[src/rtl/counter_run_controller.sv]
// Run/stop sequencer owning a WIDTH-bit up-counter with one-shot and periodic terminal count.
// Optional prescaler enabled by defining COUNTER_RUN_PRESCALE_EN.
module counter_run_controller #(
  parameter int unsigned WIDTH      = 4,
  parameter int unsigned PRESC_BITS = 2
) (
  input  logic             Clk,
  input  logic             ClrN,
  input  logic             Start,
  input  logic             Stop,
  input  logic             Mode,
  input  logic [WIDTH-1:0] Limit,
  output logic [WIDTH-1:0] count,
  output logic             Busy,
  output logic             Done,
  output logic             Wrap
);

  typedef enum logic [1:0] {StIdle, StRun, StHold, StDone} state_e;

  state_e           state_q, state_d;
  logic [WIDTH-1:0] count_q, count_d;
  logic [WIDTH-1:0] lim_q, lim_d;
  logic             mode_q, mode_d;
  logic             busy_q, busy_d;
  logic             done_q, done_d;
  logic             wrap_q, wrap_d;
  logic             en;

`ifdef COUNTER_RUN_PRESCALE_EN
  logic [PRESC_BITS-1:0] presc_q, presc_d;
  assign en = &presc_q;
`else
  assign en = 1'b1;
`endif

  always_comb begin
    state_d = state_q;
    count_d = count_q;
    lim_d   = lim_q;
    mode_d  = mode_q;
    done_d  = 1'b0;
    wrap_d  = 1'b0;
`ifdef COUNTER_RUN_PRESCALE_EN
    presc_d = presc_q;
`endif
    unique case (state_q)
      StIdle: begin
        count_d = '0;
        if (Start && !Stop) begin
          state_d = StRun;
          lim_d   = Limit;
          mode_d  = Mode;
`ifdef COUNTER_RUN_PRESCALE_EN
          presc_d = '0;
`endif
        end
      end
      StRun: begin
        // Stop freezes everything, including the prescaler phase and a pending terminal action.
        if (Stop) begin
          state_d = StHold;
        end else begin
`ifdef COUNTER_RUN_PRESCALE_EN
          presc_d = presc_q + PRESC_BITS'(1);
`endif
          if (en) begin
            if (count_q == lim_q) begin
              if (mode_q) begin
                count_d = '0;
                wrap_d  = 1'b1;
              end else begin
                state_d = StDone;
                done_d  = 1'b1;
              end
            end else begin
              count_d = count_q + WIDTH'(1);
            end
          end
        end
      end
      StHold: begin
        if (Stop) begin
          state_d = StIdle;
          count_d = '0;
        end else if (Start) begin
          state_d = StRun;
        end
      end
      StDone: begin
        if (Stop) begin
          state_d = StIdle;
          count_d = '0;
        end else if (Start) begin
          state_d = StRun;
          count_d = '0;
          lim_d   = Limit;
          mode_d  = Mode;
`ifdef COUNTER_RUN_PRESCALE_EN
          presc_d = '0;
`endif
        end
      end
      default: begin
        state_d = StIdle;
        count_d = '0;
      end
    endcase
    busy_d = (state_d == StRun) || (state_d == StHold);
  end

  always_ff @(negedge Clk or negedge ClrN) begin
    if (!ClrN) begin
      state_q <= StIdle;
      count_q <= '0;
      lim_q   <= '0;
      mode_q  <= 1'b0;
      busy_q  <= 1'b0;
      done_q  <= 1'b0;
      wrap_q  <= 1'b0;
    end else begin
      state_q <= state_d;
      count_q <= count_d;
      lim_q   <= lim_d;
      mode_q  <= mode_d;
      busy_q  <= busy_d;
      done_q  <= done_d;
      wrap_q  <= wrap_d;
    end
  end

`ifdef COUNTER_RUN_PRESCALE_EN
  always_ff @(negedge Clk or negedge ClrN) begin
    if (!ClrN) begin
      presc_q <= '0;
    end else begin
      presc_q <= presc_d;
    end
  end
`endif

  assign count = count_q;
  assign Busy  = busy_q;
  assign Done  = done_q;
  assign Wrap  = wrap_q;

endmodule
[config.mk]
export PLATFORM = sky130hd
export DESIGN_NAME = counter_run_controller
export DESIGN_NICKNAME = d
export VERILOG_FILES = /design/src/rtl/counter_run_controller.sv
export SDC_FILE = /design/constraint.sdc
export NUM_CORES = 1
export LEC_CHECK = 0
export ABC_AREA = 1
export BUFFER_PORTS_ARGS = -buffer_cell sky130_fd_sc_hd__buf_2
export CORE_MARGIN = 3
export CORE_UTILIZATION = 40
export DETAILED_ROUTE_END_ITERATION = 7
export PLACE_DENSITY = 0.64
export SYNTH_ARGS = -nofsm -noshare
export SYNTH_HDL_FRONTEND = slang
export SYNTH_SLANG_ARGS = --single-unit
[constraint.sdc]
create_clock -name Clk -period 1.12 [get_ports Clk]
set_input_delay 0.336 -clock Clk [delete_from_list [all_inputs] [get_ports Clk]]
set_output_delay 0.336 -clock Clk [all_outputs]
set_load 0.01 [all_outputs]
==> reports/metrics.cfg <==
[logic_synthesis]
synth_largest_type_area_fraction_pct = 47.9
netlist_area_sq_um = 732
synth.area.top_cells = sky130_fd_sc_hd__dfrtn_1 (48%), sky130_fd_sc_hd__nand2_1 (11%), sky130_fd_sc_hd__inv_1 (5.6%)
synth_area_leader_cell = sky130_fd_sc_hd__dfrtn_1
synth.avg_cell_area_sq_um = 8.41
ys_warn_count = 0
yosysSeqAreaShare_pct = 47.9
netlist_instances = 87
yosys_register_bits = 14
synthesis.nets = 97
synthDistinctLibCells = 18

[flow_run]
max_cap_violations = 0

[cells_and_area]
layout-area-overhead-vs-synth_pct = 69.4
fillers = 135
ff_latch_area_sq_um = 350
finish.net_count = 146
final_layout_size_suffix_gt1_share_pct = 58.5
insertedDiodeCount = 0
area_of_the_multi_input_gates_sq_um = 419
finalCoreUtilization_pct = 76.9

[detailed_routing]
detailedRoute.firstPassIterationCount = 4
postRouteWirelength_um = 1730
antenna_violating_nets_post_route = 0
drcViolationCount = 0
routed_via_density = 4.52
via_count = 719
wl_per_instance_um = 10.8
drt_first_iter_violations = 3

[grt]
grt_pass1_vias = 727
grt-ovfl-total = 0
grt_antenna_before_repair = 0
grt_pass1_wl_um = 3130
total_routing_usage_reported_by_global_routing_pct = 17.2
pin_count_of_the_biggest_net_entering_global_routing = 15

[sta]
tightest_slew_ns = 0.319
final-hold-violation-count = 0
finalMaxSlewViolations = 0
grt_setup_unrepaired = true
timing.clock.skew_ns = 0.00178
max_slew_margin_pct = 78.7
setup_ws_ns = -0.610
finalSetupViolCount = 20

[clocking]
cts_inserted_buffers = 3
clock_tree.buffer_depth = 2
cts.root.buffer_cell = sky130_fd_sc_hd__clkbuf_4
worst_setup_hold_path_clk_slew_ns = 0.06
cts_num_sinks = 14
worst_skew_pair.late_latency_ns = 0.29
tritoncts = built
hold_buffers = 0
ctsHtreeMaxLevel = 1

[placed_design]
io_buffers = 15
gp_congestion = 0.758
place_hpwl_um = 1200

[worst_setup_path]
reg2reg_slack_ns = -0.53
crit_arrival_ns = 1.39
crit_fanout = 2
crit_path_cell_trace = buf_2
critical_path.reg2reg.startpoint = count[1]
timing.critical_path.depth = 1
cp_slowest_cell = sky130_fd_sc_hd__dfrtn_1
crit_path_max_incr_delay_ns = 0.42
crit_path_end_kind = output pin
worstPathRequired_ns = 0.78
timing.critical_path.from = count[1]
crit_path_end = count[1]
number_of_buffers_and_inverters_on_the_critical_path = 1
critical_path.reg2reg.endpoint = count[2]
timing.critical_path.from_type = flip-flop
critical_path.top_delay_family = flip-flops
timing.setup.critical_path_class = flip-flop to output pin
r2r.worst_path.cells = 13

[floorplan]
die_x_um = 48.8
floorplan.die_area_sq_um = 2380
io_pins = 16
die_height_um = 48.8
core-area_sq_um = 1610
placement_rows = 14
start_util_pct = 45.4

[power_and_ir_drop]
total_power_w = 0.00146
p_leak_nw = 0.650
power.density_nw_per_um2 = 1180
peak_supply_drop_uv = 778

[status]
result_of_the_run = complete, but fails checks
violations_in_the_final_reports = setup timing

[worst_hold_path]
timing.hold.worst.class = input port to asynchronous set/reset pin

## per-stage QoR
step / setup WS, ns / instances / TNS [ns] / hold slack [ns] / instance area [sq um]
after floorplan: -0.386 / 87 / -5.20 / 0.461 / 766
after global placement: -0.589 / 146 / -8.84 / 0.493 / 1020
after detailed placement: -0.599 / 146 / -9.09 / 0.498 / 1020
after CTS: -0.619 / 159 / -9.41 / 0.383 / 1220
after global routing: -0.654 / 159 / -10.06 / 0.387 / 1240
final: -0.610 / 159 / -9.00 / 0.376 / 1240
## sequential cells by signal, summed over array words and instances (netlist names)
register and count:
count 4, state_q 2, Busy 1, Wrap 1, lim_q 4, Done 1
mode_q 1
## cell usage after synthesis
cell type	instances
sky130_fd_sc_hd__o21ai_2	2
sky130_fd_sc_hd__inv_2	3
sky130_fd_sc_hd__nand2_1	22
sky130_fd_sc_hd__xor2_1	2
sky130_fd_sc_hd__nand4_1	1
sky130_fd_sc_hd__o21ai_1	5
sky130_fd_sc_hd__a21oi_1	5
sky130_fd_sc_hd__nand2_2	1
sky130_fd_sc_hd__dfrtn_1	14
sky130_fd_sc_hd__nor3_2	1
sky130_fd_sc_hd__nand3_1	7
sky130_fd_sc_hd__nor2_1	6
sky130_fd_sc_hd__nor2_4	2
sky130_fd_sc_hd__ha_1	1
sky130_fd_sc_hd__inv_1	11
sky130_fd_sc_hd__nor2_2	1
sky130_fd_sc_hd__nand3_4	2
sky130_fd_sc_hd__nor3_1	1
## per-layer routing
layer	wire, um	GRT usage (%)
met1	712	20.0
met3	57	3.98
met5	0	0
met4	39	8.53
met2	916	29.4
## cells in the final DEF, fill, tap and decap left out, drive strengths merged
cell type / count
buf: 44
nand4: 1
dfrtn: 14
nor3: 2
nand3: 9
o21ai: 7
nor2: 9
a21oi: 5
xor2: 2
inv: 14
nand2: 23
clkbuf: 4
ha: 1
## where the power goes
group / internal, W / total, W / switching, W
clock network: 0.000198 / 0.000372 / 0.000174
registers: 0.000567 / 0.000601 / 0.0000335
logic: 0.000242 / 0.000488 / 0.000246
## how the worst min path moves through the flow
stage,start,end,slack [ns],cells past startpoint
floorplan,mode_q,mode_q,0.46,2
global placement,mode_q,mode_q,0.49,2
detailed placement,mode_q,mode_q,0.50,2
CTS,ClrN,count[1],0.38,1
global route,ClrN,count[1],0.39,1
finish,ClrN,count[1],0.38,1
## cell type report
cell class | instances | area share (%)
clock buffers | 4 | 2.93
inverters | 14 | 4.84
multi-input cells | 59 | 33.8
flip-flops and latches | 14 | 28.3
well taps | 24 | 2.42
repair buffers | 44 | 27.7
## what timing repair did
item | 4_1_cts | 5_1_grt
buffers inserted | 10 | 0
endpoints found under the setup margin | 21 | 21
resized for setup | 26 | 6
hold endpoints to repair | 0 | 0
pin swaps | 7 | 5
## logic make-up after synthesis
| family | after synthesis | share of synthesized area (%) |
|---|---|---|
| compound gates | 12 | 9.23 |
| buf+inv | 14 | 7.18 |
| xor+xnor | 2 | 2.39 |
| fa+ha+maj | 1 | 1.71 |
| flops | 14 | 47.9 |
| simple gates | 44 | 31.6 |
Note: power is estimated with default switching activity, not from simulation.
